`config.mk`:
```
export PLATFORM = sky130hd
export DESIGN_NAME = store_merge_unit
export DESIGN_NICKNAME = d
export VERILOG_FILES = /design/src/rtl/store_merge_unit.sv
export SDC_FILE = /design/constraint.sdc
export NUM_CORES = 1
export LEC_CHECK = 0
export ABC_AREA = 0
export BUFFER_PORTS_ARGS = -buffer_cell sky130_fd_sc_hd__buf_2
export CAP_MARGIN = 20
export CORE_MARGIN = 8
export CORE_UTILIZATION = 45
export CTS_CLUSTER_DIAMETER = 60
export CTS_CLUSTER_SIZE = 10
export DETAILED_ROUTE_END_ITERATION = 10
export GPL_TIMING_DRIVEN = 0
export PLACE_DENSITY_LB_ADDON = 0.15
export SLEW_MARGIN = 15
export SYNTH_ARGS = -nofsm -noshare
export SYNTH_HDL_FRONTEND = slang
export SYNTH_SLANG_ARGS = --single-unit
```
`constraint.sdc`:
```
create_clock -name clk -period 6.95 [get_ports clk]
set_input_delay 0.3475 -clock clk [delete_from_list [all_inputs] [get_ports clk]]
set_output_delay 0.3475 -clock clk [all_outputs]
set_load 0.1 [all_outputs]
```
`src/rtl/store_merge_unit.sv`:
```
// Store sequencer: word stores write directly, half/byte stores read-modify-write the target word.
// Optional macro STORE_MERGE_ALIGN_CHECK_EN adds misaligned half/word detection and the align_err port.
module store_merge_unit #(
    parameter int MEM_LATENCY = 1
) (
    input  logic        clk,
    input  logic        reset,
    input  logic        start,
    input  logic [1:0]  size,
    input  logic [31:0] addr,
    input  logic [31:0] wdata,
    input  logic [31:0] mem_rdata,
    output logic [31:0] mem_addr,
    output logic        mem_wr,
    output logic [31:0] mem_wdata,
    output logic        busy,
    output logic        done
`ifdef STORE_MERGE_ALIGN_CHECK_EN
    ,
    output logic        align_err
`endif
);

    localparam int DATA_W = 32;
    localparam logic [2:0] WAIT_INIT = 3'(MEM_LATENCY - 1);

    typedef enum logic [2:0] {IDLE, READ, WAIT, WRITE, DONE} state_t;

    state_t              state, state_next;
    logic [1:0]          req_size_p0, req_size_next;
    logic [DATA_W-1:0]   req_wdata_p0, req_wdata_next;
    logic [2:0]          cnt_p0, cnt_next;
    logic [DATA_W-1:0]   mem_addr_next, mem_wdata_next;
    logic                mem_wr_next;
    logic                align_next;
    logic                align_q;

    // size bit 1 has priority, so 2'b11 merges as a byte
    function automatic logic [DATA_W-1:0] merge_word(input logic [1:0] sz,
                                                     input logic [DATA_W-1:0] rd,
                                                     input logic [DATA_W-1:0] wd);
        if (sz[1])
            return {rd[31:8], wd[7:0]};
        else if (sz[0])
            return {rd[31:16], wd[15:0]};
        else
            return wd;
    endfunction

    function automatic logic misaligned(input logic [1:0] sz, input logic [1:0] a_lo);
        if (sz[1])
            return 1'b0;
        else if (sz[0])
            return a_lo[0];
        else
            return |a_lo;
    endfunction

    always_ff @(posedge clk or posedge reset) begin
        if (reset) begin
            state        <= IDLE;
            req_size_p0  <= '0;
            req_wdata_p0 <= '0;
            cnt_p0       <= '0;
            mem_addr     <= '0;
            mem_wr       <= 1'b0;
            mem_wdata    <= '0;
            align_q      <= 1'b0;
        end else begin
            state        <= state_next;
            req_size_p0  <= req_size_next;
            req_wdata_p0 <= req_wdata_next;
            cnt_p0       <= cnt_next;
            mem_addr     <= mem_addr_next;
            mem_wr       <= mem_wr_next;
            mem_wdata    <= mem_wdata_next;
            align_q      <= align_next;
        end
    end

    // Memory-facing outputs are computed for the next state and registered at the transition
    always_comb begin
        state_next     = state;
        req_size_next  = req_size_p0;
        req_wdata_next = req_wdata_p0;
        cnt_next       = cnt_p0;
        mem_addr_next  = mem_addr;
        mem_wr_next    = 1'b0;
        mem_wdata_next = mem_wdata;
        align_next     = 1'b0;
        case (state)
            IDLE: begin
                if (start) begin
                    req_size_next  = size;
                    req_wdata_next = wdata;
`ifdef STORE_MERGE_ALIGN_CHECK_EN
                    if (misaligned(size, addr[1:0])) begin
                        align_next = 1'b1;
                        state_next = DONE;
                    end else
`endif
                    begin
                        mem_addr_next = addr;
                        if (size == 2'b00) begin
                            mem_wr_next    = 1'b1;
                            mem_wdata_next = wdata;
                            state_next     = WRITE;
                        end else begin
                            state_next = READ;
                        end
                    end
                end
            end
            READ: begin
                cnt_next   = WAIT_INIT;
                state_next = WAIT;
            end
            WAIT: begin
                if (cnt_p0 == 3'd0) begin
                    mem_wdata_next = merge_word(req_size_p0, mem_rdata, req_wdata_p0);
                    mem_wr_next    = 1'b1;
                    state_next     = WRITE;
                end else begin
                    cnt_next = cnt_p0 - 3'd1;
                end
            end
            WRITE:   state_next = DONE;
            DONE:    state_next = IDLE;
            default: state_next = IDLE;
        endcase
    end

    assign busy = (state != IDLE);
    assign done = (state == DONE);

`ifdef STORE_MERGE_ALIGN_CHECK_EN
    assign align_err = align_q;
`else
    logic unused_align;
    assign unused_align = align_q ^ (^misaligned(size, addr[1:0]));
`endif

endmodule

```
==> results by stage, run 1 <==
Run status:
- The run finished with clean final reports.

CTS:
- Clock latency on the worst-skew pair, taken at its later pin, is 350 ps.
- The largest buffer count on any clock path is 2.
- The CTS tree is done.
- After clock tree synthesis, the clock-pin slew on the worst setup and hold paths is 70 ps.
- The number of buffers inserted during clock tree synthesis is 9.
- CTS placed an instance of sky130_fd_sc_hd__clkbuf_16 at the clock tree root.
- The level count of the clock H-tree is 3.
- The CTS sink count is 105.
- The number of setup buffers added after CTS is 0.

Worst setup path:
- For the worst setup path, the data required time is 6600 ps.
- The signal on the critical path passes through buf_6 > clkbuf_1 > nor3b_1 > buf_2.
- The worst reg2reg path startpoint is cnt_p0[0]$_DFFE_PP0P_.
- The signal arrival time at the worst endpoint is 1810 ps.
- The element type at the critical path end is a primary output.
- The startpoint type of the worst setup path is a register.
- The kind of critical path is reg2out.
- In this run the worst path has a maximum fanout of 10.
- The endpoint identified for the worst register-to-register timing path is mem_wdata[20]$_DFFE_PP0P_.
- The largest individual stage delay along the critical path comes from the cell sky130_fd_sc_hd__buf_2.
- The register-to-register setup slack is 4820 ps.
- The largest single stage delay on the critical path is 460 ps.
- The worst register-to-register path has a depth of 7.

Logic synthesis:
- In the post-synthesis netlist, the biggest area contributors are sky130_fd_sc_hd__dfrtp_1 52%, sky130_fd_sc_hd__mux2_4 16%, sky130_fd_sc_hd__mux2_2 12%.
- Synthesis produced a netlist with a net count of 458.
- Of all cell types, the one taking the most synthesized area is sky130_fd_sc_hd__dfrtp_1.
- In this run the mean area of a mapped cell was 14.4 sq um.
- The instance count of the mapped netlist is 355.
- The Yosys warning count is 0.
- The share of synthesized area in the top cell type comes to 51.5%.
- For this run, the register share of the synthesized area comes to 51.5%.
- The netlist area before placement is 0.00510 sq mm.
- The fraction of registers with async set/reset is 100%.
- The synthesis-stage register bit count is 105.
- The number of distinct library cells after synthesis is 31.
- The number of enable flip-flop cells after synthesis is 0.
- The most used flip-flop cell after synthesis is sky130_fd_sc_hd__dfrtp_1.

GRT:
- The first global-routing pass estimated 21,600 microns of wire.
- Global routing used 18.6% of the available tracks across all layers.
- Entering global routing, the biggest net connects 71 pins.
- Summed over all layers, the global routing overflow is 0.
- The via count of the first global-routing pass is 4,090.
- The initial antenna violation count came to 0.

Place:
- Buffers placed on the I/O ports in this run total 159.
- Detailed placement ended at an HPWL of 9540 microns.
- The post-placement cell count is 658.
- The final RePlAce weighted congestion is 0.736.

Hold path:
- For hold timing, the worst endpoint is mem_addr[2]$_DFFE_PP0P_.
- The tightest min-delay check is of the in2reg type.
- The hold path startpoint is addr[2].
- The worst hold path depth is 2.

Floorplan:
- The initialized floorplan defines 39 standard-cell rows.
- The number of top-level pins is 168.
- The die width is 122 microns.
- In this run the standard cell core region covers 0.0112 sq mm.
- The die covers 0.0150 sq mm.
- The initial standard-cell utilization of the core is 45.4%.
- From bottom edge to top edge, the die measures 122 microns.

Timing:
- The total count of max-transition violations in the final report came to 0.
- The relative slew slack is 60.3%.
- Dividing the final minimum period by the clock period gives 31.0%.
- Summed over all failing endpoints, the final setup total negative slack is 0 ps.
- Setup repair after global routing left no endpoint under its margin.
- The number of endpoints failing setup at the final stage is 0.
- The count of final hold-check violations is 0.
- The transition time at the pin with the least slew margin is 595 ps.
- For the final database, setup skew stands at 6.54 ps.
- The minimum period implied by the final worst setup slack is 2150 ps.
- The highest attainable clock frequency is 0.464 GHz.

Detailed routing:
- The number of search-and-repair iterations in the first detailed-routing pass is 5.
- The overall routed net length is 13,300 microns.
- After detailed routing, the average wire length per cell comes to 19.6 microns.
- The violation count after the first detailed-routing iteration is 177.
- In the routed design, unresolved DRC markers number 0.
- The remaining number of nets flagged by the antenna check after routing is 0.
- The detailed-route vias per instance is 5.28.
- The via count of the routed design is 3,562.

Finish:
- The leading cell type in the layout, fill and taps excluded is sky130_fd_sc_hd__buf_2.
- The area added between synthesis and finish is 26.1%.
- The number of standard cells in the layout, taps in and fillers out is 675.
- The share of final-layout standard cells stronger than drive strength 1 is 57.6%.
- The sequential cells in the finished layout cover a total of 0.00263 sq mm.
- In the layout the commonest cells are 163 x sky130_fd_sc_hd__buf_2, 105 x sky130_fd_sc_hd__dfrtp_1, 54 x sky130_fd_sc_hd__mux2_2, 53 x sky130_fd_sc_hd__mux2_4, 20 x sky130_fd_sc_hd__inv_1.
- At the end of the flow, the number of nets in the layout was 630.
- The multi-input combinational cells in the finished layout cover a total of 0.00213 sq mm.
- The number of fill cells is 983.

Run:
- The number of violations of the max-capacitance limit is 0.
[sequential cells by signal (all words and copies together) (netlist names)]
name	cells
mem_addr	32
mem_wdata	32
req_wdata_p0	32
cnt_p0	3
state	3
req_size_p0	2
mem_wr	1
[layout make-up]
| cell class | instances | area share [%] |
|---|---|---|
| diodes | 1 | 0.0389 |
| plain buffers | 28 | 4.01 |
| clock buffers | 12 | 3.83 |
| clock inverters | 3 | 1.01 |
| inverters | 21 | 1.30 |
| multi-input cells | 201 | 33.2 |
| flip-flops and latches | 105 | 40.9 |
| well taps | 143 | 2.78 |
| repair buffers | 161 | 13.0 |
[synthesized netlist by cell type, types with 3 or more instances]
library cell / number
sky130_fd_sc_hd__o211ai_1: 16
sky130_fd_sc_hd__mux2_2: 54
sky130_fd_sc_hd__o21ai_0: 3
sky130_fd_sc_hd__nand2_1: 4
sky130_fd_sc_hd__a22o_1: 3
sky130_fd_sc_hd__dfrtp_1: 105
sky130_fd_sc_hd__clkbuf_1: 8
sky130_fd_sc_hd__o21a_1: 16
sky130_fd_sc_hd__nor2_1: 3
sky130_fd_sc_hd__buf_4: 3
sky130_fd_sc_hd__buf_12: 4
sky130_fd_sc_hd__inv_1: 21
sky130_fd_sc_hd__mux2_4: 53
sky130_fd_sc_hd__buf_6: 8
sky130_fd_sc_hd__o32ai_1: 16
sky130_fd_sc_hd__buf_2: 4
sky130_fd_sc_hd__a211oi_1: 17
[logic make-up after synthesis]
logic type	count (synthesis)	share of synthesized area (%)
mux	107	27.5
buf+inv	49	6.60
flops	105	51.5
compound gates	74	11.4
fa+ha+maj	2	0.491
simple gates	18	2.40
[per-stage QoR]
step	area, sq um	setup WS, ps	utilization, %	hold slack [ps]
after floorplan	5100	3710	-	475
after global placement	6070	2530	54.1	483
after detailed placement	6110	4820	54.4	364
after CTS	6430	4780	57.3	206
after global routing	6430	4610	57.3	209
final	6430	4800	57.3	225
[metal layers]
| metal | up-vias | global-route usage (%) | part of all wire [%] |
|---|---|---|---|
| li1 | 1644 | - | - |
| met1 | 1805 | 22.5 | 42 |
| met2 | 103 | 30.4 | 50 |
| met3 | 10 | 7.54 | 7.7 |
| met4 | 0 | 4.49 | 0.93 |
| met5 | - | 0 | 0 |
[timing repair]
action | CTS | global route
hold buffers | 1 | 0
resized for setup | 0 | 0
endpoints found under the hold margin | 35 | 0
[worst max-delay path by stage]
stage / startpoint / end / slack, ps / depth (start not counted)
2_1_floorplan: state[1]$_DFFE_PP0P_ / done / 3710 / 3
3_3_place_gp: reset / req_wdata_p0[24]$_DFFE_PP0P_ / 2530 / 2
6_report: state[1]$_DFFE_PP0P_ / done / 4800 / 4
4_1_cts: state[1]$_DFFE_PP0P_ / done / 4780 / 4
3_5_place_dp: cnt_p0[0]$_DFFE_PP0P_ / mem_wdata[20]$_DFFE_PP0P_ / 4820 / 7
5_1_grt: cnt_p0[0]$_DFFE_PP0P_ / mem_wdata[20]$_DFFE_PP0P_ / 4610 / 7
[critical path: cells and delay by family, from the launching register on]
kind / cells / cell delay, ps
and+or+nand+nor: 1 / 240
DFF: 1 / 380
buffers and inverters: 3 / 830
Power of run 1 is not shown: default switching activity piles up to over one toggle a cycle in this logic, so the estimate is an artifact.
==> inputs of run 2 (changes only) <==
==> constraint.sdc (replaced) <==
create_clock -name clk -period 2.2 [get_ports clk]
set_input_delay 0.11 -clock clk [delete_from_list [all_inputs] [get_ports clk]]
set_output_delay 0.11 -clock clk [all_outputs]
set_load 0.1 [all_outputs]
==> run 2 against run 1 <==
  * Die area stayed put
  * Setup slack got worse by 4700 ps
  * Wire length increased by 3.4%
  * Via count increased by 4.5%
  * Cell area grew 5.6%
  * Critical path type is now reg2reg
  * Largest cell class unchanged
==> results by stage, run 2 (synthesis gave the netlist of run 1 again) <==
Hold path:
- The worst hold path begins at addr[27].
- The path category of the worst min-delay check is in2reg.

Worst setup path:
- The kind of critical path is reg2reg.
- The data required time at the worst endpoint is 2430 ps.
- STA classifies the critical path startpoint as a register.
- For the worst setup path, the data arrival time is 2290 ps.
- The element type at the critical path end is a register.
- The worst reg2reg path startpoint is cnt_p0[0]$_DFFE_PP0P_.
- In this run the worst path has a maximum fanout of 10.
- The start point of the critical path is cnt_p0[0]$_DFFE_PP0P_.

Timing:
- For the final database, setup skew stands at 11.4 ps.
- Measured against its own limit, the worst slew margin works out to 59.2%.
- For the pin with the worst max-slew slack, the measured transition is 611 ps.
- The count of final hold-check violations was 0.
- The number of endpoints failing setup at the final stage is 0.
- The minimum period implied by the final worst setup slack is 2060 ps.
- The total count of max-transition violations in the final report was 0.
- Static timing analysis puts the maximum clock frequency at 0.484 GHz.
- The final clock period utilization by the worst path is 93.8%.
- The final-layout setup total negative slack is 0 ps.
- Setup repair after global routing left no endpoint under its margin.

Place:
- The cell area after placement is 0.00614 sq mm.
- The port buffer count is 159.
- The congestion estimate from routability-driven global placement came to 0.757.
- The half-perimeter wire length after placement is 9680 microns.

Finish:
- The repair_antennas step left the layout with diodes totalling 0.
- The sequential standard cell area is 0.00263 sq mm.
- The leading cell type in the layout, fill and taps excluded is sky130_fd_sc_hd__buf_2.
- In the final layout, the multi-input gates occupy 0.00214 sq mm.
- The number of nets in the finished design is 658.
- The total non-filler cell area in the finished layout is 0.00679 sq mm.
- The share of final-layout standard cells stronger than drive strength 1 is 56.1%.
- The number of fill cells is 937.
- The largest registers in the layout are mem_addr x32, mem_wdata x32, req_wdata_p0 x32.
- The library cells used most frequently in the layout, excluding fill and tap cells, are 163 x sky130_fd_sc_hd__buf_2, 105 x sky130_fd_sc_hd__dfrtp_1, 54 x sky130_fd_sc_hd__mux2_2, 53 x sky130_fd_sc_hd__mux2_4, 27 x sky130_fd_sc_hd__dlygate4sd3_1.
- Compared with the post-synthesis result, the final layout area differs by 33.2%.

CTS:
- The longest clock path from root to sink contains 2 buffers.
- In this run the clock root is driven by a sky130_fd_sc_hd__clkbuf_16.
- The later pin in the worst-skew pair is clocked with a latency of 340 ps.
- The CTS sink count is 105.
- After clock tree synthesis, the clock-pin slew on the worst setup and hold paths is 70 ps.
- The level count of the clock H-tree is 3.
- The number of buffers inserted during clock tree synthesis is 9.
- Post-CTS timing repair inserted 0 buffers for setup.
- TritonCTS built the clock tree.

Detailed routing:
- In the routed design, unresolved DRC markers number 0.
- The remaining number of nets flagged by the antenna check after routing is 0.
- The detailed-route wire length per cell is 19.5 microns.
- The violation count after the first detailed-routing iteration is 219.
- Summed over all layers, the routed wires come to 13,700 microns.
- For this run, the detailed router's first-pass iteration total came to 4.
- The detailed-route vias per instance is 5.29.
- Across all layers, the routed design uses 3,721 vias.

Floorplan:
- For this design the top-level I/O count stands at 168.
- After floorplanning, the core was sized to cover 0.0112 sq mm.
- Measured along the y axis, the die boundary spans 122 microns.
- The initial utilization of the core area, before any placement, comes to 45.4%.
- The die covers 0.0150 sq mm.
- The die width is 122 microns.
- Row generation in the floorplan step produced 39 rows.

GRT:
- The first global-routing pass estimated 21,400 microns of wire.
- Entering global routing, the biggest net connects 34 pins.
- The global-route usage over all layers is 18.4%.
- The total overflow left after global routing is 0.
- The via count of the first global-routing pass came to 4,014.
- The initial antenna violation count came to 1.

Run:
- Max-cap violations in this run came to 0.

Run status:
- The flow ran to the end, and the final reports show no timing, DRC or antenna violations.
-- run 2: cell count changes in the layout (fill, tap and decap cells not counted), moves of 2 or more --
cell                            delta
sky130_fd_sc_hd__buf_12            +3
sky130_fd_sc_hd__clkinvlp_4        +2
sky130_fd_sc_hd__dlygate4sd3_1    +26
sky130_fd_sc_hd__clkbuf_1          -3
sky130_fd_sc_hd__bufinv_16         +2
-- run 2: final timing paths --
| path | depth (start not counted) | endpoint | slack (ps) |
|---|---|---|---|
| setup / recovery | 8 | mem_wdata[4]$_DFFE_PP0P_ | 140 |
| hold / removal | 2 | mem_addr[27]$_DFFE_PP0P_ | 3 |
| setup reg to reg | 8 | mem_wdata[4]$_DFFE_PP0P_ | 140 |
| hold reg to reg | 1 | mem_wdata[12]$_DFFE_PP0P_ | 510 |
| max in group asynchronous | 5 | cnt_p0[1]$_DFFE_PP0P_ | 1060 |
| min in group asynchronous | 3 | mem_addr[16]$_DFFE_PP0P_ | 370 |
-- run 2: cell type report --
cell class	instances	share of cell area (%)
flip-flops and latches	105	38.7
inverters	21	1.22
plain buffers	28	3.81
well taps	143	2.63
repair buffers	189	16.6
multi-input cells	201	31.5
clock inverters	6	2.01
clock buffers	10	3.52
-- run 2: routing by layer --
metal  GRT usage, %  part of all wire [%]  vias to the layer above
li1               -                     -                     1704
met1           22.5                    41                     1870
met2           30.0                    50                      130
met3           6.35                   8.1                       15
met4           5.48                   1.2                        2
met5              0                 0.073                        -
-- run 2: timing repair --
| action | CTS | global route |
|---|---|---|
| hold buffers | 24 | 3 |
| hold endpoints to repair | 46 | 3 |
| resized for setup | 0 | 3 |
| endpoints found under the setup margin | 0 | 19 |
-- run 2: critical path, stage by stage, from the launching register on --
cell and delay [ps]:
sky130_fd_sc_hd__dfrtp_1 400, sky130_fd_sc_hd__inv_1 60, sky130_fd_sc_hd__ha_1 200, sky130_fd_sc_hd__ha_2 210, sky130_fd_sc_hd__mux2_4 340, sky130_fd_sc_hd__o211a_1 140, sky130_fd_sc_hd__buf_6 140, sky130_fd_sc_hd__buf_6 160
sky130_fd_sc_hd__mux2_4 300
-- run 2: metrics by stage --
stage | hold WS, ps | std cells | util [%] | setup slack (ps)
2_1_floorplan | 258 | 355 | - | 189
3_3_place_gp | 342 | 657 | 54.2 | 79.6
3_5_place_dp | 211 | 660 | 54.7 | 110
4_1_cts | 0.353 | 700 | 60.2 | 64.3
5_1_grt | 2.44 | 703 | 60.5 | 42.6
6_report | 3.42 | 703 | 60.5 | 136
Power of run 2 is left out for the same reason.
